**src/rtl/keypad_pkg.sv**
```systemverilog
// Shared types and decode helpers for the 4x4 hex keypad scanner.
// Rows (fil) and columns (col) are both active-low on the board.
package keypad_pkg;

   typedef enum logic [1:0] {
      SCAN     = 2'd0,
      DEBOUNCE = 2'd1,
      HOLD     = 2'd2,
      RELEASE  = 2'd3
   } kp_state_t;

   // KEY_MAP[row][col]; the concatenation lists row 3 first, and col 3 first within each row.
   localparam logic [3:0][3:0][3:0] KEY_MAP = {
      {4'hD, 4'hF, 4'h0, 4'hE},
      {4'hC, 4'h9, 4'h8, 4'h7},
      {4'hB, 4'h6, 4'h5, 4'h4},
      {4'hA, 4'h3, 4'h2, 4'h1}
   };

   function automatic logic onehot_low(input logic [3:0] f);
      logic [3:0] low;
      low = ~f;
      return (low != 4'd0) && ((low & (low - 4'd1)) == 4'd0);
   endfunction

   function automatic logic [1:0] idx_of(input logic [3:0] f);
      logic [1:0] idx;
      case (f)
         4'b1110: idx = 2'd0;
         4'b1101: idx = 2'd1;
         4'b1011: idx = 2'd2;
         4'b0111: idx = 2'd3;
         default: idx = 2'd0;
      endcase
      return idx;
   endfunction

endpackage

```
**src/rtl/keypad_scanner_sync.sv**
```systemverilog
// Two-flop synchronizer for the keypad row inputs; resets to the idle
// (all rows released) pattern so the scanner never sees a phantom press.
module kp_sync2 (
   input  logic       clk,
   input  logic       rst,
   input  logic [3:0] d,
   output logic [3:0] q
);

   logic [3:0] meta_q, meta_d;
   logic [3:0] sync_q, sync_d;

   always_comb begin
      meta_d = d;
      sync_d = meta_q;
   end

   always_ff @(posedge clk or posedge rst) begin
      if (rst) begin
         meta_q <= 4'hF;
         sync_q <= 4'hF;
      end else begin
         meta_q <= meta_d;
         sync_q <= sync_d;
      end
   end

   assign q = sync_q;

endmodule

```
**src/rtl/keypad_scanner.sv**
```systemverilog
// 4x4 hex keypad scanner: column drive, debounce, decode, one key_valid per press.
// Define KEY_REPEAT_EN to add auto-repeat of the held key.
module keypad_scanner
   import keypad_pkg::*;
#(
   parameter int SCAN_DIV      = 1000,
   parameter int DEBOUNCE_CYC  = 50000,
   parameter int REPEAT_DELAY  = 25_000_000,
   parameter int REPEAT_PERIOD = 5_000_000
) (
   input  logic       clk,
   input  logic       rst,
   input  logic [3:0] fil,
   output logic [3:0] col,
   output logic [3:0] key_code,
   output logic       key_valid,
   output logic       key_held
);

   localparam int SW = (SCAN_DIV > 1) ? $clog2(SCAN_DIV) : 1;
   localparam int DW = $clog2(DEBOUNCE_CYC + 1);

   logic [3:0]    fil_s;
   kp_state_t     state_q, state_d;
   logic [1:0]    col_idx_q, col_idx_d;
   logic [SW-1:0] scan_cnt_q, scan_cnt_d;
   logic [DW-1:0] deb_cnt_q, deb_cnt_d;
   logic [3:0]    pat_q, pat_d;
   logic [3:0]    key_code_q, key_code_d;
   logic          key_valid_q, key_valid_d;
   logic          key_held_q, key_held_d;

`ifdef KEY_REPEAT_EN
   localparam int REP_MAX = (REPEAT_DELAY > REPEAT_PERIOD) ? REPEAT_DELAY : REPEAT_PERIOD;
   localparam int RW      = $clog2(REP_MAX + 1);
   logic [RW-1:0] rep_cnt_q, rep_cnt_d;
   logic          rep_phase_q, rep_phase_d;
   logic          rep_hit;
`endif

   kp_sync2 u_sync (
      .clk (clk),
      .rst (rst),
      .d   (fil),
      .q   (fil_s)
   );

   always_ff @(posedge clk or posedge rst) begin
      if (rst) begin
         state_q     <= SCAN;
         col_idx_q   <= 2'd0;
         scan_cnt_q  <= '0;
         deb_cnt_q   <= '0;
         pat_q       <= 4'hF;
         key_code_q  <= 4'h0;
         key_valid_q <= 1'b0;
         key_held_q  <= 1'b0;
`ifdef KEY_REPEAT_EN
         rep_cnt_q   <= '0;
         rep_phase_q <= 1'b0;
`endif
      end else begin
         state_q     <= state_d;
         col_idx_q   <= col_idx_d;
         scan_cnt_q  <= scan_cnt_d;
         deb_cnt_q   <= deb_cnt_d;
         pat_q       <= pat_d;
         key_code_q  <= key_code_d;
         key_valid_q <= key_valid_d;
         key_held_q  <= key_held_d;
`ifdef KEY_REPEAT_EN
         rep_cnt_q   <= rep_cnt_d;
         rep_phase_q <= rep_phase_d;
`endif
      end
   end

`ifdef KEY_REPEAT_EN
   assign rep_hit = rep_phase_q ? (rep_cnt_q == RW'(REPEAT_PERIOD - 1))
                                : (rep_cnt_q == RW'(REPEAT_DELAY - 1));
`endif

   always_comb begin
      state_d     = state_q;
      col_idx_d   = col_idx_q;
      scan_cnt_d  = scan_cnt_q;
      deb_cnt_d   = deb_cnt_q;
      pat_d       = pat_q;
      key_code_d  = key_code_q;
      key_valid_d = 1'b0;
      key_held_d  = key_held_q;
`ifdef KEY_REPEAT_EN
      rep_cnt_d   = rep_cnt_q;
      rep_phase_d = rep_phase_q;
`endif
      case (state_q)
         SCAN: begin
            if (scan_cnt_q == SW'(SCAN_DIV - 1)) begin
               scan_cnt_d = '0;
               // Multi-key (ghost) and idle patterns both just move on to the next column.
               if (onehot_low(fil_s)) begin
                  state_d   = DEBOUNCE;
                  pat_d     = fil_s;
                  deb_cnt_d = '0;
               end else begin
                  col_idx_d = col_idx_q + 2'd1;
               end
            end else begin
               scan_cnt_d = scan_cnt_q + SW'(1);
            end
         end
         DEBOUNCE: begin
            if (fil_s != pat_q) begin
               state_d    = SCAN;
               col_idx_d  = col_idx_q + 2'd1;
               scan_cnt_d = '0;
               deb_cnt_d  = '0;
            end else if (deb_cnt_q == DW'(DEBOUNCE_CYC - 1)) begin
               state_d     = HOLD;
               deb_cnt_d   = '0;
               key_code_d  = KEY_MAP[idx_of(pat_q)][col_idx_q];
               key_valid_d = 1'b1;
               key_held_d  = 1'b1;
`ifdef KEY_REPEAT_EN
               rep_cnt_d   = '0;
               rep_phase_d = 1'b0;
`endif
            end else begin
               deb_cnt_d = deb_cnt_q + DW'(1);
            end
         end
         HOLD: begin
            if (fil_s == 4'hF) begin
               state_d   = RELEASE;
               deb_cnt_d = '0;
`ifdef KEY_REPEAT_EN
            end else if (rep_hit) begin
               key_valid_d = 1'b1;
               rep_cnt_d   = '0;
               rep_phase_d = 1'b1;
            end else begin
               rep_cnt_d = rep_cnt_q + RW'(1);
`endif
            end
         end
         RELEASE: begin
            if (fil_s != 4'hF) begin
               state_d   = HOLD;
               deb_cnt_d = '0;
`ifdef KEY_REPEAT_EN
               rep_cnt_d   = '0;
               rep_phase_d = 1'b0;
`endif
            end else if (deb_cnt_q == DW'(DEBOUNCE_CYC - 1)) begin
               state_d    = SCAN;
               deb_cnt_d  = '0;
               key_held_d = 1'b0;
               col_idx_d  = col_idx_q + 2'd1;
               scan_cnt_d = '0;
            end else begin
               deb_cnt_d = deb_cnt_q + DW'(1);
            end
         end
         default: state_d = SCAN;
      endcase
   end

   always_comb begin
      col       = ~(4'b0001 << col_idx_q);
      key_code  = key_code_q;
      key_valid = key_valid_q;
      key_held  = key_held_q;
   end

   param_range_a: assert property (@(posedge clk) disable iff (rst)
      (SCAN_DIV >= 4) && (DEBOUNCE_CYC >= 2) && (REPEAT_DELAY >= 1) && (REPEAT_PERIOD >= 2));

   no_back_to_back_a: assert property (@(posedge clk) disable iff (rst)
      key_valid_q |=> !key_valid_q);

endmodule
```
**config.mk**
```make
export PLATFORM = sky130hd
export DESIGN_NAME = keypad_scanner
export DESIGN_NICKNAME = d
export VERILOG_FILES = /design/src/rtl/keypad_pkg.sv /design/src/rtl/keypad_scanner_sync.sv /design/src/rtl/keypad_scanner.sv
export SDC_FILE = /design/constraint.sdc
export NUM_CORES = 1
export LEC_CHECK = 0
export CORE_MARGIN = 2
export CORE_UTILIZATION = 35
export DETAILED_ROUTE_END_ITERATION = 10
export GPL_TIMING_DRIVEN = 1
export PLACE_DENSITY = 0.52
export SYNTH_ARGS = -nofsm -noshare
export SYNTH_HDL_FRONTEND = slang
export SYNTH_SLANG_ARGS = --single-unit
```
**constraint.sdc**
```tcl
create_clock -name clk -period 2.8 [get_ports clk]
set_input_delay 0.56 -clock clk [delete_from_list [all_inputs] [get_ports clk]]
set_output_delay 0.56 -clock clk [all_outputs]
set_load 0.05 [all_outputs]
```
Word level (Yosys, flattened, before mapping) --
Cells that the tools add are included.
Cells by class: add/sub/neg operators 4, order comparisons 2, eq/ne operators 22, shift-type cells 1, mux-type cells 42, bitwise gates (word level) 4, reduce and logical (&&, ||, !) cells 13
Operators with widths (number):
- $mux 16 | 7
- $pmux 16 s4 | 1
- $mux 10 | 4
- $bmux 16 s2 | 1
- $mux 2 | 15
- $pmux 10 s3 | 1
- $ne 2x2->1 const B | 9
- $add 16x1->16 const B | 1
- $eq 16x16->1 const B | 1
- $eq 4x4->1 const B | 3
- $pmux 2 s3 | 2
- $add 10x1->10 const B | 1
- $eq 10x10->1 const B | 1
- $reduce_and 5->1 | 2
- $reduce_and 3->1 | 3
- $bmux 4 s2 | 1
- $not 4->4 | 2
- $pmux 2 s4 | 1
- $mux 1 | 7
- $lt 2x3->1 const B | 2
- $ne 3x3->1 const B | 2
- $reduce_and 6->1 | 1
- $and 4x4->4 | 1
- $eq 2x2->1 const B | 2
- 17 further kinds | 17
Storage, ports and cells: flip-flop bits (word level) 48, output and inout bits 10

Longest topological paths before layout --
depth after elaboration 9, gate-level depth with buffers 7, depth with buffers taken out 6

Modules after synthesis --
Synthesis repeated with hierarchy kept, for this count alone.
Unflattened totals: cell total of the unflattened synthesis 284, area total of the unflattened synthesis 2758.9 sq um
By module, submodules not included:
- keypad_scanner | instances 1, cells an instance 275, area each 2544.9 sq um, sequential area each 1006.0 sq um
- kp_sync2 | instances 1, cells an instance 9, area each 214.0 sq um, sequential area each 210.2 sq um

Worst setup path before layout --
No wires, ideal clock.
path kind register to register, start reg u_sync.sync_q[2], in the netlist u_sync.q[2], end reg scan_cnt_q[1], setup time 0.127 ns, arrival 1.884 ns, required time 2.673 ns, setup slack 0.789 ns, cell stages (with the launch flop) 8, period minus slack after synthesis 2.011 ns, path through dfstp_2 -> buf_4 -> nand2_1 -> or4_4 -> nand2b_4 -> buf_2 -> nand2_2 -> mux2_1
On the way: cells in the longest elaborated chain, start to end 3, elaborated cells on any way between the ends 5
RTL lines:
- from (decl) | line keypad_scanner_sync.sv:11 | logic [3:0] sync_q, sync_d;
- from (signal assigned) | line keypad_scanner_sync.sv:24 | sync_q <= sync_d;
- $ne 4x4->1 (on tied branches) | line keypad_scanner.sv:147, keypad_scanner.sv:113
- $ne 2x2->1 (no line)
- $reduce_and 4->1 (no line) (*)
- to (signal assigned) | line keypad_scanner.sv:65 | scan_cnt_q <= scan_cnt_d;
- to (decl) | line keypad_scanner.sv:26 | logic [SW-1:0] scan_cnt_q, scan_cnt_d;
Every way passes the cells marked *; elsewhere a longest branch is shown, timed or not. A chain may end at the register's enable or synchronous reset.

Worst setup path after layout --
start reg col_idx_q[0], end out col[0]
On the way: cells in the longest elaborated chain, start to end 2
RTL lines:
- from (decl) | line keypad_scanner.sv:25 | logic [1:0] col_idx_q, col_idx_d;
- from (signal assigned) | line keypad_scanner.sv:64 | col_idx_q <= col_idx_d;
- $shl 1x2->4 | line keypad_scanner.sv:169 | col = ~(4'b0001 << col_idx_q);
- $not 4->4 | line keypad_scanner.sv:169
- to (decl) | line keypad_scanner.sv:14 | output logic [3:0] col,
Every way passes these cells.

==> flow_summary.ini <==
[cells_and_area]
fin_util_pct = 39.9
layout.nets = 310
n_antenna_cell = 0
n_fill_cell = 836
drive_above_1_share_pct = 17.4
area_delta_synth_final_pct = 12.0

[grt]
top_usage_layer = met2
grt_max_degree = 29
grt_use_met2_pct = 22.6
track_usage_pct = 14.0
use_met1_pct = 19.6
grtUsageMet3_pct = 2.63
grt_pass1_vias = 1989
grt-ovfl-total = 0
grt_pass1_wl_mm = 10.0
antenna_found_initial = 0

[setup_path]
required_ns = 2.24
crit_type = reg2out
crit_arrival_ns = 2.11
cp_slowest_stage_delay_ns = 0.78
end_kind = output pin
worstReg2RegStart = u_sync.q[2]
path_cells = inv_1 > ha_1 > inv_1 > clkdlybuf4s50_1
ff2ff_path_depth = 5
critPathLaunchType = register
path_common_cell = inv_1
timing.rr.end = col_idx_q[1]
crit_fanout = 12
rrSetupSlack_ns = 0.63
slowest_stage = clkdlybuf4s50_1

[drt]
ant_nets = 0
routedWlPerCell_um = 14.4
vias = 2186
wirelength_mm = 5.83
vias_per_cell = 5.41
drt_iter0_markers = 164
drc = 0
dr.pass1.iters = 4

[timing]
setup_viol = 0
fin_skew_ns = 0.00357
maxSlewViolCount = 0
post-route-min-period_ns = 2.67
grt_setup_unrepaired = false
fin_tns_setup_ns = 0
fmax_ghz = 0.375
worstMarginPinSlew_ns = 0.524
finalCritPeriodShare_pct = 95.2
hold_ws_ns = 0.359
fin_ws_ns = 0.134
relSlewSlack_pct = 64.8
hold_viol = 0

[cts]
worstSkewPairLatency_ns = 0.31
cts_buffer_depth = 2
cts_root_buf = clkbuf_8
path_clk_slew_ns = 0.09
htree_levels = 2
cts_made_buffers = 5
tritoncts = yes
ctsResizeCount = 0
postCtsSetupRepairBufs = 0
cts_hold_buf = 0
cts_sinks = 48

[floorplanning]
die_area_um2 = 8980
die_y_um = 94.8
num_io_pins = 16
start_util_pct = 35.6
fp.dieW_um = 94.8
std_cell_rows = 33
coreArea_um2 = 8090

[pwr]
p_leak_nw = 1.29
power-per-cell-area_nw_per_um2 = 383
ir_drop_v = 0.000244

[yosys]
synth_xor_xnor_area_share_pct = 2.43
synth.most_common_cell = dfrtp_1
synthesis.instances = 287
avgSynthCellArea_um2 = 10.0
synth_edf_count = 0
yosys.area.top_type_share_pct = 31.2
syn_nets = 299
ys_seq_area_share_pct = 42.2
synthSimpleGateAreaFrac_pct = 25.9
syn_area_um2 = 2880
synth_top_area_cell = dfrtp_1
synthMuxAreaShare_pct = 6.20
ys_ff_latch = 48
yosys_most_used_dff = dfrtp_1
synthArstFlopShare_pct = 100
yosysWarnings = 0
synthAdderAreaFrac_pct = 2.60
synth_area_leaders = dfrtp_1 (31%), dfstp_2 (11%), nor2_1 (3.3%)
synth_compound_area_share_pct = 16.1
synthTopCellsByCount = dfrtp_1 (36), nor2_1 (25), nand2_1 (24), a21oi_1 (18), dfstp_2 (12)
synthDistinctLibCells = 63
synth_top_family_by_area = simple AND/OR/NAND/NOR gates

[run_status]
status = complete, no violations

[worst_hold_path]
hold_path_depth = 0
hp-class = reg2reg
min_to = u_sync.q[3]
hp-start = u_sync.meta_q[3]

[placed_design]
detailed_place_hpwl_mm = 4.13
port_buffers = 15
place_ws_ns = 0.460
gp_congestion = 0.752

[job]
max_cap_violations = 0
==> flip-flops by register name, summed over array words and instances, names as in the netlist <==
signal	cells
deb_cnt_q	16
scan_cnt_q	10
key_code	4
pat_q	4
u_sync.meta_q	4
u_sync.q	4
col_idx_q	2
state_q	2
key_held	1
key_valid	1
==> through the flow <==
| stage | area, um2 | power, mW | instances |
|---|---|---|---|
| 2_1_floorplan | 2880 | 0.751 | 287 |
| 3_3_place_gp | 3120 | 0.768 | 396 |
| 3_5_place_dp | 3120 | 0.769 | 396 |
| 4_1_cts | 3230 | 1.27 | 404 |
| 5_1_grt | 3230 | 1.29 | 404 |
| 6_report | 3230 | 1.24 | 404 |
==> layer usage <==
layer | wire length, um | vias up
li1 | - | 1082
met1 | 2830 | 1052
met2 | 2740 | 45
met3 | 198 | 7
met4 | 63 | 0
met5 | 0 | -
==> kinds of logic (layout without fill, tap and decap cells) <==
| family | Yosys count | in the layout |
|---|---|---|
| flip-flops | 48 | 48 |
| AND/OR/NAND/NOR | 120 | 120 |
| buffers and inverters | 27 | 39 |
| XOR/XNOR | 8 | 8 |
| adder cells (fa/ha/maj) | 6 | 6 |
| multiplexers | 16 | 16 |
| AO/OA/AOI/OAI | 62 | 62 |
==> area by class of cell <==
class / count / area (um2) / area share, %
inverters: 13 / 48.8 / 1.51
repair buffers: 18 / 188 / 5.81
multi-input cells: 212 / 1540 / 47.6
clock buffers: 6 / 93.8 / 2.90
clock inverters: 2 / 15.0 / 0.465
well taps: 105 / 131 / 4.07
flip-flops and latches: 48 / 1220 / 37.6
==> power breakdown <==
part	internal (mW)	switching, mW	total (mW)
clock network	0.234	0.250	0.484
logic	0.0177	0.0259	0.0436
registers	0.704	0.00687	0.711
==> cells in the final DEF (no fill, tap or decap), types with 7 or more instances in the layout <==
cell	synthesis	layout
dfrtp_1	36	36
nor2_1	25	25
nand2_1	24	24
a21oi_1	18	18
clkdlybuf4s50_1	0	14
dfstp_2	12	12
inv_1	11	10
nand3_1	9	9
nand4_1	9	9
o21ai_0	9	9
xnor2_1	8	8
mux2i_1	7	7
==> worst max-delay path: cells and delay by family (launching register included) <==
kind | cells | cell delay, ns
buf+inv | 3 | 1.02
flops | 1 | 0.55
fa+ha+maj | 1 | 0.23
==> worst max path at each step <==
stage / startpoint / end / cells after the start / slack (ns)
2_1_floorplan: u_sync.q[2] / scan_cnt_q[1] / 7 / 0.79
3_3_place_gp: col_idx_q[0] / col[0] / 4 / 0.49
3_5_place_dp: col_idx_q[0] / col[2] / 4 / 0.46
4_1_cts: col_idx_q[0] / col[2] / 4 / 0.11
5_1_grt: col_idx_q[0] / col[0] / 4 / 0.0004
6_report: col_idx_q[0] / col[0] / 4 / 0.13
(Power assumes the default switching activity.)
